$ cat src/rtl/isa_pkg.sv
// Shared ISA definitions: opcodes, ALU operation encodings, control bundle
// and the bubble value loaded into EX when no instruction advances.
package isa_pkg;

  localparam logic [3:0] OP_ADD    = 4'h0;
  localparam logic [3:0] OP_SUB    = 4'h1;
  localparam logic [3:0] OP_RED    = 4'h2;
  localparam logic [3:0] OP_XOR    = 4'h3;
  localparam logic [3:0] OP_SLL    = 4'h4;
  localparam logic [3:0] OP_SRA    = 4'h5;
  localparam logic [3:0] OP_ROR    = 4'h6;
  localparam logic [3:0] OP_PADDSB = 4'h7;
  localparam logic [3:0] OP_LW     = 4'h8;
  localparam logic [3:0] OP_SW     = 4'h9;
  localparam logic [3:0] OP_LHB    = 4'hA;
  localparam logic [3:0] OP_LLB    = 4'hB;
  localparam logic [3:0] OP_B      = 4'hC;
  localparam logic [3:0] OP_BR     = 4'hD;
  localparam logic [3:0] OP_PCS    = 4'hE;
  localparam logic [3:0] OP_HLT    = 4'hF;

  localparam logic [3:0] ALU_RED    = 4'b0000;
  localparam logic [3:0] ALU_SRA    = 4'b0001;
  localparam logic [3:0] ALU_ROR    = 4'b0010;
  localparam logic [3:0] ALU_PADDSB = 4'b0011;
  localparam logic [3:0] ALU_SLL    = 4'b0100;
  localparam logic [3:0] ALU_LW     = 4'b0101;
  localparam logic [3:0] ALU_SW     = 4'b0110;
  localparam logic [3:0] ALU_LHB    = 4'b0111;
  localparam logic [3:0] ALU_LLB    = 4'b1000;
  localparam logic [3:0] ALU_ADD    = 4'b1001;
  localparam logic [3:0] ALU_SUB    = 4'b1010;
  localparam logic [3:0] ALU_XOR    = 4'b1011;
  localparam logic [3:0] ALU_NONE   = 4'b1111;

  typedef struct packed {
    logic [3:0] alu_op;
    logic       reg_write;
    logic       mem_read;
    logic       mem_write;
    logic       mem_to_reg;
    logic       flag_write;
    logic       imm;
    logic       shift;
    logic       branch;
    logic       br;
    logic       pcs;
    logic       hlt;
  } ctrl_t;

  // No-op control word: ALU idle, nothing written, nothing accessed.
  localparam ctrl_t CTRL_BUBBLE = ctrl_t'({ALU_NONE, 11'b0});

endpackage

$ cat src/rtl/ctrl_decode.sv
// Combinational opcode -> control table, plus whether rt is a real source.
module ctrl_decode
  import isa_pkg::*;
(
  input  logic [3:0] opcode,
  output ctrl_t      ctrl,
  output logic       uses_rt
);

  // Start from the bubble word and raise only the controls each opcode needs.
  always_comb begin
    ctrl    = CTRL_BUBBLE;
    uses_rt = 1'b0;
    case (opcode)
      OP_ADD:    begin ctrl.alu_op = ALU_ADD; ctrl.reg_write = 1'b1; ctrl.flag_write = 1'b1; uses_rt = 1'b1; end
      OP_SUB:    begin ctrl.alu_op = ALU_SUB; ctrl.reg_write = 1'b1; ctrl.flag_write = 1'b1; uses_rt = 1'b1; end
      OP_RED:    begin ctrl.alu_op = ALU_RED; ctrl.reg_write = 1'b1; uses_rt = 1'b1; end
      OP_XOR:    begin ctrl.alu_op = ALU_XOR; ctrl.reg_write = 1'b1; ctrl.flag_write = 1'b1; uses_rt = 1'b1; end
      OP_SLL:    begin
        ctrl.alu_op = ALU_SLL; ctrl.reg_write = 1'b1; ctrl.flag_write = 1'b1;
        ctrl.imm = 1'b1; ctrl.shift = 1'b1;
      end
      OP_SRA:    begin
        ctrl.alu_op = ALU_SRA; ctrl.reg_write = 1'b1; ctrl.flag_write = 1'b1;
        ctrl.imm = 1'b1; ctrl.shift = 1'b1;
      end
      OP_ROR:    begin
        ctrl.alu_op = ALU_ROR; ctrl.reg_write = 1'b1; ctrl.flag_write = 1'b1;
        ctrl.imm = 1'b1; ctrl.shift = 1'b1;
      end
      OP_PADDSB: begin ctrl.alu_op = ALU_PADDSB; ctrl.reg_write = 1'b1; uses_rt = 1'b1; end
      OP_LW:     begin
        ctrl.alu_op = ALU_LW; ctrl.reg_write = 1'b1; ctrl.imm = 1'b1; ctrl.shift = 1'b1;
        ctrl.mem_read = 1'b1; ctrl.mem_to_reg = 1'b1;
      end
      // Store reads rt as the data to write, so it is a true source.
      OP_SW:     begin ctrl.alu_op = ALU_SW; ctrl.imm = 1'b1; ctrl.mem_write = 1'b1; uses_rt = 1'b1; end
      OP_LHB:    begin ctrl.alu_op = ALU_LHB; ctrl.reg_write = 1'b1; ctrl.imm = 1'b1; end
      OP_LLB:    begin ctrl.alu_op = ALU_LLB; ctrl.reg_write = 1'b1; ctrl.imm = 1'b1; end
      OP_B:      ctrl.branch = 1'b1;
      OP_BR:     ctrl.br = 1'b1;
      OP_PCS:    begin ctrl.reg_write = 1'b1; ctrl.pcs = 1'b1; end
      OP_HLT:    ctrl.hlt = 1'b1;
      default:   ;
    endcase
  end

endmodule

$ cat src/rtl/decode_ctrl_pipe.sv
// ID->EX control pipeline register with load-use hazard detection,
// sticky halt and a saturating count of inserted hazard bubbles.
module decode_ctrl_pipe
  import isa_pkg::*;
#(
  parameter int REG_W  = 4,
  parameter int CNT_W  = 16,
  parameter int HAZ_EN = 1
) (
  input  logic             clk,
  input  logic             rst,
  input  logic             id_valid,
  input  logic [3:0]       opcode,
  input  logic [REG_W-1:0] rs,
  input  logic [REG_W-1:0] rt,
  input  logic [REG_W-1:0] rd,
  input  logic             stall_ext,
  input  logic             flush,
  output logic             stall_id,
  output logic             ex_valid,
  output logic [3:0]       ex_alu_op,
  output logic             ex_reg_write,
  output logic             ex_mem_read,
  output logic             ex_mem_write,
  output logic             ex_mem_to_reg,
  output logic             ex_flag_write,
  output logic             ex_imm,
  output logic             ex_shift,
  output logic             ex_branch,
  output logic             ex_br,
  output logic             ex_pcs,
  output logic             ex_hlt,
  output logic [REG_W-1:0] ex_rd,
  output logic             halted,
  output logic [CNT_W-1:0] bubble_cnt
);

  localparam logic [CNT_W-1:0] CNT_ONE = CNT_W'(1);

  ctrl_t id_ctrl;
  ctrl_t ex_ctrl;
  logic  uses_rt;
  logic  hazard;

  ctrl_decode u_dec (
    .opcode  (opcode),
    .ctrl    (id_ctrl),
    .uses_rt (uses_rt)
  );

  // Load in EX whose result a dependent ID instruction needs; r0 is never a hazard.
  generate
    if (HAZ_EN != 0) begin : g_haz
      assign hazard = id_valid & ex_valid & ex_ctrl.mem_read & (ex_rd != '0) &
                      ((rs == ex_rd) | (uses_rt & (rt == ex_rd))) & ~halted;
    end else begin : g_no_haz
      assign hazard = 1'b0;
    end
  endgenerate

  // A flushed ID instruction is dead, so it must not hold fetch.
  assign stall_id = hazard & ~flush;

  // EX register update: stall_ext freezes everything; otherwise bubble or load.
  always_ff @(posedge clk) begin
    if (rst) begin
      ex_valid   <= 1'b0;
      ex_ctrl    <= CTRL_BUBBLE;
      ex_rd      <= '0;
      halted     <= 1'b0;
      bubble_cnt <= '0;
    end else if (!stall_ext) begin
      if (flush || halted || hazard || !id_valid) begin
        ex_valid <= 1'b0;
        ex_ctrl  <= CTRL_BUBBLE;
        ex_rd    <= '0;
        // Only a bubble inserted for a hazard counts; flush outranks it.
        if (hazard && !flush && bubble_cnt != '1)
          bubble_cnt <= bubble_cnt + CNT_ONE;
      end else begin
        ex_valid <= 1'b1;
        ex_ctrl  <= id_ctrl;
        ex_rd    <= rd;
        if (id_ctrl.hlt) halted <= 1'b1;
      end
    end
  end

  assign ex_alu_op     = ex_ctrl.alu_op;
  assign ex_reg_write  = ex_ctrl.reg_write;
  assign ex_mem_read   = ex_ctrl.mem_read;
  assign ex_mem_write  = ex_ctrl.mem_write;
  assign ex_mem_to_reg = ex_ctrl.mem_to_reg;
  assign ex_flag_write = ex_ctrl.flag_write;
  assign ex_imm        = ex_ctrl.imm;
  assign ex_shift      = ex_ctrl.shift;
  assign ex_branch     = ex_ctrl.branch;
  assign ex_br         = ex_ctrl.br;
  assign ex_pcs        = ex_ctrl.pcs;
  assign ex_hlt        = ex_ctrl.hlt;

endmodule

$ cat config.mk
export PLATFORM = sky130hd
export DESIGN_NAME = decode_ctrl_pipe
export DESIGN_NICKNAME = d
export VERILOG_FILES = /design/src/rtl/isa_pkg.sv /design/src/rtl/ctrl_decode.sv /design/src/rtl/decode_ctrl_pipe.sv
export SDC_FILE = /design/constraint.sdc
export NUM_CORES = 1
export LEC_CHECK = 0
export ABC_AREA = 1
export CORE_MARGIN = 2
export CORE_UTILIZATION = 25
export CTS_CLUSTER_SIZE = 40
export DETAILED_ROUTE_END_ITERATION = 10
export PLACE_DENSITY_LB_ADDON = 0.2
export SYNTH_ARGS = -nofsm -noshare
export SYNTH_HDL_FRONTEND = slang
export SYNTH_HIERARCHICAL = 1
export SYNTH_SLANG_ARGS = --single-unit
$ cat constraint.sdc
create_clock -name clk -period 1.89 [get_ports clk]
set_input_delay 0.2835 -clock clk [delete_from_list [all_inputs] [get_ports clk]]
set_output_delay 0.2835 -clock clk [all_outputs]
set_load 0.05 [all_outputs]
Word level (Yosys, flattened, before mapping). Cells that the tools add are included.

Logic and storage cells: 78. Output and inout port bits: 38. Register bits after elaboration: 37. Bits of input ports: 21.

Bitwise gates (word level): 12. Reductions and logical operators: 16. Multiplexer cells: 15. $add $sub $neg: 1. Equal/unequal tests: 18.

Operators with widths (count): case mux 4 bit (12 select lines) (1); == test 4 bit (second input constant) (8); adder 16 x 1 -> 16 bit (second input constant) (1); == test 4 x 3 -> 1 bit (second input constant) (4); inequality test 16 bit (second input constant) (1); two-way mux 15 bit (1); two-way mux 1 bit (12); OR reduction 12 bit (1); OR reduction 6 bit (2); == test 4 x 2 -> 1 bit (second input constant) (2); == test 4 bit (2); AND 1 bit (7); OR reduction 7 bit (1); AND reduction 3 bit (2); == test 4 x 1 -> 1 bit (second input constant) (1); zero test 4 bit (1); two-way mux 4 bit (1); inverter 1 bit (4); nonzero test 4 bit (1); OR reduction 4 bit (1); logical OR 1 bit (3); logical AND 1 bit (2); zero test 1 bit (2); bitwise OR 1 bit (1).

Logic depth before layout (Yosys ltp). Gate-level depths: netlist of the first run.

Depth after elaboration: 11. Mapped depth: 14. Depth with buffers taken out: 14.

Hierarchy. Netlist of the first run, hierarchy kept.

By module, submodules not included: decode_ctrl_pipe (cells an instance 280, area an instance 1989.4 um^2, times used 1, sequential area each 740.7 um^2); ctrl_decode (cells an instance 45, area an instance 192.7 um^2, times used 1, sequential area each 0.0 um^2).

Least setup slack after synthesis of the first run. Ideal clock, no wire load.

Path type: register -> register. Start point: reg ex_rd[2]. End point: reg bubble_cnt[0]. Arrival time: 1.963 ns. Library setup time: 0.064 ns. Clock period less this slack: 2.028 ns. Cell stages (with the launch flop): 13. Path slack: -0.138 ns. Required time: 1.826 ns. Path buffers: 0. Cells stage by stage: dfxtp_1 > inv_2 > nand2_1 > nand2_1 > nor2_1 > nand3_1 > nand2_2 > nand3_1 > inv_1 > nand2_1 > nor2_1 > nor2_1 > nor2_1.

Cells in the longest elaborated chain, start to end: 8. Elaborated cells on any way between the ends: 13. Those cells by class: eq/ne (2); bitwise (5); reduce/logical (6).

RTL lines: start: declaration (line decode_ctrl_pipe.sv:33) `output logic [REG_W-1:0] ex_rd,`; start signal: assignment (line decode_ctrl_pipe.sv:83) `ex_rd <= rd;`; == test 4 bit (line decode_ctrl_pipe.sv:55) `((rs == ex_rd) | (uses_rt & (rt == ex_rd))) & ~halted;`; AND 1 bit (line decode_ctrl_pipe.sv:55); bitwise OR 1 bit (line decode_ctrl_pipe.sv:55); AND 1 bit * (line decode_ctrl_pipe.sv:54) `assign hazard = id_valid & ex_valid & ex_ctrl.mem_read & (ex_rd != '0) &`; AND 1 bit * (line decode_ctrl_pipe.sv:55); logical OR 1 bit / logical AND 1 bit (equally long branches) (2 in series) (line decode_ctrl_pipe.sv:73, decode_ctrl_pipe.sv:78); AND reduction 3 bit (no line) *; end signal: assignment (line decode_ctrl_pipe.sv:79) `bubble_cnt <= bubble_cnt + CNT_ONE;`; end: declaration (line decode_ctrl_pipe.sv:35) `output logic [CNT_W-1:0] bubble_cnt`.

Every way passes the cells marked *; elsewhere a longest branch is shown, timed or not. A chain may end at the register's enable or synchronous reset.

Worst setup path in the final report of the first run.
Start point: in rt[2]. End point: reg bubble_cnt[2].

Cells in the longest elaborated chain, start to end: 8. Elaborated cells on any way between the ends: 10. Those cells by class: eq/ne (1); bitwise (4); reduce/logical (5).

RTL lines: start: declaration (line decode_ctrl_pipe.sv:15) `input logic [REG_W-1:0] rt,`; == test 4 bit * (line decode_ctrl_pipe.sv:55); AND 1 bit * (line decode_ctrl_pipe.sv:55); bitwise OR 1 bit * (line decode_ctrl_pipe.sv:55); AND 1 bit * (line decode_ctrl_pipe.sv:54); AND 1 bit * (line decode_ctrl_pipe.sv:55); logical OR 1 bit / logical AND 1 bit (equally long branches) (2 in series) (line decode_ctrl_pipe.sv:73, decode_ctrl_pipe.sv:78); AND reduction 3 bit (no line) *.

Marks and branches as above.

==> flow_summary.toml, run 1 <==
[grt]
grt_pass1_vias = 2207
grt_overflow = 0
grt_max_degree = 31
antenna_found_initial = 0
grt_usage_pct = 13.4
grt_pass1_wl_mm = 10.5

[run_status]
status = "finished, final reports clean"

[sta]
fin_setup_tns_ps = 0
fin_crit_sh_pct = 97.2
setup_viol = 0
tightest_slew_ps = 533
finalHoldViolations = 0
rsz0062_at_grt = "yes"
finClkSkew_ps = 13.7
relSlewSlack_pct = 64.4
min_period_ps = 1840
hold_ws_ps = 433
post-route-worst-setup-slack_ps = 52.3
drv_slew = 0
max_freq_mhz = 544

[clocking]
cts_max_path_buffers = 2
cts_tree = "built"
cts_made_buffers = 5
cts_sinks = 37
clk_latency_ps = 290
ctsHtreeMaxLevel = 2
root_buffer = "clkbuf_8"
cts_hold_buf = 0
path_clk_slew_ps = 80

[finish]
syn_to_final_growth_pct = 46.2
drive_above_1_share_pct = 18.4
final_common_cell = "nand2_1"
nets = 424
antennaDiodeCount = 0
final_area_sq_mm = 0.00319
final_cell_mix = "nand2_1, clkdlybuf4s50_1, nor2_1, inv_1, buf_4"
n_fill_cell = 930
stdcell_count = 511
largest_reg_flops = 16
utilization_pct = 37.1
top_register = "bubble_cnt"

[yosys]
netlist_area_sq_mm = 0.00218
synth_seq_area_share_pct = 33.9
syn_area_per_cell_sq_um = 6.71
synth_cell_type_count = 30
synth_top_area_cell = "dfxtp_1"
yosysTopAreaCellShare_pct = 33.9
yosysWarnings = 6
ys_seq_elements = 37
synth_cells = 325
syn_nets = 347
synth_area_leaders = "dfxtp_1, nand2_1, a21oi_1, nand3_1, xor2_1"

[floorplan]
core-area_sq_mm = 0.00859
fp.dieW_microns = 97.4
die-area_sq_mm = 0.00949
start_util_pct = 25.4
placementRows = 34
floorplan.io_pins = 59
die_h_microns = 97.4

[critical_path]
worstPathCellList = "clkdlybuf4s50_1, inv_1, nand2_1, nand2_1, nor2_2, nand3_2, nand2_2, buf_4, nand2_4, a21oi_4, clkbuf_16, nand3_1, a21oi_1"
reg2reg_from = "ex_rd[2]"
critical_path.max_stage_delay_ps = 490
endpoint_kind = "flip-flop"
start_kind = "input port"
cp-endpoint = "bubble_cnt[2]"
path_class = "input port to flip-flop"
crit_arrival_ps = 2050
crit_path_start = "rt[2]"
rr_worst_depth = 12
worst_path_most_repeated_cell = "nand2_1"
cp_data_required_time_ps = 2100
crit_fanout = 8
r2r_slack_ps = 120
cpMaxStageDelayCell = "clkdlybuf4s50_1"
reg2reg_to = "bubble_cnt[2]"

[job]
cap_violations = 0

[pwr]
p_leak_nw = 1.28
pwr-share-seq_pct = 44.7
combPwrFrac_pct = 14.8
power-per-cell-area_mw_per_mm2 = 558
total_power_mw = 1.78
p_switching_mw = 0.451
vdd_drop_max_uv = 278
internal_power_mw = 1.33
clkPwrFrac_pct = 40.6
sw_frac_of_total_pct = 25.3

[detailed_routing]
wl_per_cell_microns = 13.1
drt-total-wl_mm = 6.67
post_drt_via_cell_ratio = 4.67
drt_iter0_markers = 86
drtPass1Iterations = 5
vias = 2387
ant_nets = 0
drc = 0

[hold_path]
min_path_type = "input port to flip-flop"
hold_depth = 5

[place]
place_hpwl_mm = 4.79
buffer_ports.inserted = 58
post_dp_cell_area_sq_mm = 0.00297
preCtsSetupSlack_ps = -452
placedCellCount = 498
gp_congestion = 0.895
[layout make-up]
cell class              count  area [sq um]  area share [%]
well taps                 108           135            4.24
inverters                  38           148            4.63
multi-input cells         240          1280            40.1
clock buffers               7          86.3            2.71
flip-flops and latches     37           751            23.5
clock inverters             1          30.0           0.941
repair buffers             80           762            23.9
[power groups by stage]
stage	Combinational, mW	Sequential, mW	Clock, mW
2_1_floorplan	0.103	0.842	0
3_3_place_gp	0.242	0.815	0
3_5_place_dp	0.243	0.814	0
4_1_cts	0.248	0.796	0.739
5_1_grt	0.283	0.797	0.776
6_report	0.263	0.796	0.722
[cell usage after synthesis (all sizes together)]
cell type	count
nand2	86
inv	38
dfxtp	37
nor2	35
a21oi	32
nand3	29
xor2	16
o21bai	14
buf	7
nor3	6
o21ai	5
clkbuf	4
nand4	4
o22ai	4
nor4	2
a31oi	1
ha	1
nand3b	1
nor3b	1
o211ai	1
xnor2	1
[metal layers]
metal	up-vias	track usage, %	part of all wire, %
met4	0	2.24	0.43
met1	1094	16.1	43
li1	1211	-	-
met2	78	23.9	49
met5	-	0	0
met3	4	4.24	6.9
[logic make-up (layout without fill, tap and decap cells)]
| family | count (synthesis) | after routing | share of synthesized area, % |
|---|---|---|---|
| AND/OR/NAND/NOR | 164 | 165 | 32.5 |
| AO/OA/AOI/OAI | 57 | 57 | 16.5 |
| buffers and inverters | 49 | 126 | 9.75 |
| flip-flops | 37 | 37 | 33.9 |
| XOR/XNOR | 17 | 17 | 6.82 |
| adder cells (fa/ha/maj) | 1 | 1 | 0.573 |
[worst min-delay path by stage]
stage,start,end
3_3_place_gp,ex_hlt,ex_hlt
3_5_place_dp,ex_hlt,ex_hlt
2_1_floorplan,rd[0],ex_rd[0]
6_report,opcode[0],ex_br
4_1_cts,ex_hlt,ex_hlt
5_1_grt,opcode[0],ex_br
[worst max-delay path, delay by kind of cell]
kind	cells	cell delay, ps
buffers and inverters	4	850
and+or+nand+nor	7	540
AOI/OAI and AO/OA	2	380
[repair_timing]
item,CTS,global route
setup endpoints to repair,17,24
cloned,0,2
gates resized for setup,6,17
pin swaps,1,9
buffers inserted,2,1
Power figures use the tool's default switching activity.
==> run 2, diff against run 1 <==
--- a/config.mk
+++ b/config.mk
@@ -10,6 +10,7 @@
 export CORE_UTILIZATION = 25
 export CTS_CLUSTER_SIZE = 40
 export DETAILED_ROUTE_END_ITERATION = 10
+export GPL_TIMING_DRIVEN = 0
 export PLACE_DENSITY_LB_ADDON = 0.2
 export SYNTH_ARGS = -nofsm -noshare
 export SYNTH_HDL_FRONTEND = slang
==> run 2 against run 1 <==
Compared with the run above: register-to-register slack about the same; sequential power about the same; sequential share of layout area up 0.49 points; utilization fell by 0.76 points; final cell count shrank 1.6%; largest power group is now the clock network.
==> flow_summary.toml, run 2 (synthesis results as in run 1) <==
[clocking]
ctsHtreeMaxLevel = 2
cts_tree = "built"
cts_made_buffers = 5
clk_latency_ps = 290
path_clk_slew_ps = 80
cts_max_path_buffers = 2
root_buffer = "clkbuf_8"
cts_hold_buf = 0
cts_sinks = 37

[grt]
grt_usage_pct = 13.5
grt_pass1_vias = 2204
grt_max_degree = 13
grt_overflow = 0
antenna_found_initial = 0
grt_pass1_wl_mm = 10.5

[detailed_routing]
ant_nets = 0
post_drt_via_cell_ratio = 4.56
wl_per_cell_microns = 12.7
drt-total-wl_mm = 6.37
drtPass1Iterations = 4
drc = 0
drt_iter0_markers = 85
vias = 2294

[critical_path]
path_buf_inv = 1
cp_data_required_time_ps = 1610
critical_path.max_stage_delay_ps = 840
cpMaxStageDelayCell = "clkdlybuf4s50_1"
endpoint_kind = "output port"
crit_family = "buffers and inverters"
crit_fanout = 4
worstPathCellList = "clkdlybuf4s50_1"
path_class = "flip-flop to output port"
start_kind = "flip-flop"
crit_arrival_ps = 1550

[finish]
top_register = "bubble_cnt"
syn_to_final_growth_pct = 43.2
final_common_cell = "nand2_1"
drive_above_1_share_pct = 14.4
largest_reg_flops = 16
antennaDiodeCount = 0
stdcell_count = 503
n_fill_cell = 929
final_cell_mix = "nand2_1, clkdlybuf4s50_1, nor2_1, inv_1, a21oi_1"
final_area_sq_mm = 0.00313
utilization_pct = 36.4
nets = 416

[sta]
setup_viol = 0
min_period_ps = 1830
relSlewSlack_pct = 60.8
fin_crit_sh_pct = 97.0
finalHoldViolations = 0
finClkSkew_ps = 2.51
fin_setup_tns_ps = 0
drv_slew = 0
post-route-worst-setup-slack_ps = 57.1
max_freq_mhz = 546
tightest_slew_ps = 588

[place]
place_hpwl_mm = 4.82
buffer_ports.inserted = 57
placedCellCount = 490
gp_congestion = 0.879
preCtsSetupSlack_ps = -1090
post_dp_cell_area_sq_mm = 0.00290

[pwr]
power-per-cell-area_mw_per_mm2 = 593
vdd_drop_max_uv = 251
p_leak_nw = 1.27

[hold_path]
min_path_type = "input port to flip-flop"

[run_status]
status = "finished, final reports clean"

[floorplan]
start_util_pct = 25.4
fp.dieW_microns = 97.4
die-area_sq_mm = 0.00949
floorplan.io_pins = 59
die_h_microns = 97.4
placementRows = 34
core-area_sq_mm = 0.00859

[job]
cap_violations = 0
-- run 2: area by class of cell --
class	instances	area (sq um)	area share [%]
Multi-Input combinational cell	239	1270	40.8
Tap cell	108	135	4.32
Inverter	38	145	4.64
Sequential cell	37	751	24.0
Timing Repair Buffer	62	611	19.5
Clock inverter	3	65.1	2.08
Buffer	11	76.3	2.44
Clock buffer	5	68.8	2.20
-- run 2: path summary, 6_finish.rpt --
| path | startpoint | to | slack (ps) | cells past startpoint |
|---|---|---|---|---|
| worst max-delay path | bubble_cnt[7] | bubble_cnt[7] | 60 | 1 |
| worst min-delay path | stall_ext | ex_shift | 330 | 3 |
| worst max register to register | bubble_cnt[0] | bubble_cnt[15] | 130 | 9 |
| worst min register to register | ex_branch | ex_branch | 470 | 2 |
-- run 2: timing repair --
action	CTS	global route
endpoints found under the setup margin	35	26
hold endpoints to repair	0	0
pin swaps	0	7
gates resized for setup	23	20
buffers inserted	0	5
-- run 2: where the power goes --
group | internal (mW) | leakage [nW] | switching, mW | total [mW]
Clock | 0.524 | 0.0681 | 0.303 | 0.828
Sequential | 0.788 | 0.303 | 0.00806 | 0.796
Combinational | 0.0898 | 0.896 | 0.141 | 0.231
Total | 1.40 | 1.27 | 0.453 | 1.85
-- run 2: stage by stage --
| stage | total power, mW | hold slack, ps |
|---|---|---|
| after floorplan | 0.945 | 419 |
| after global placement | 1.04 | 460 |
| after detailed placement | 1.04 | 458 |
| after CTS | 1.87 | 323 |
| after global routing | 1.94 | 337 |
| final | 1.85 | 328 |
-- run 2: layer usage --
layer	up-vias	share of wire [%]	GRT usage [%]	routed length, microns
met4	0	0.86	3.85	55
met5	-	0	0	0
met1	1053	47	17.4	2980
met3	5	5.8	3.88	370
met2	49	46	21.9	2960
li1	1187	-	-	-
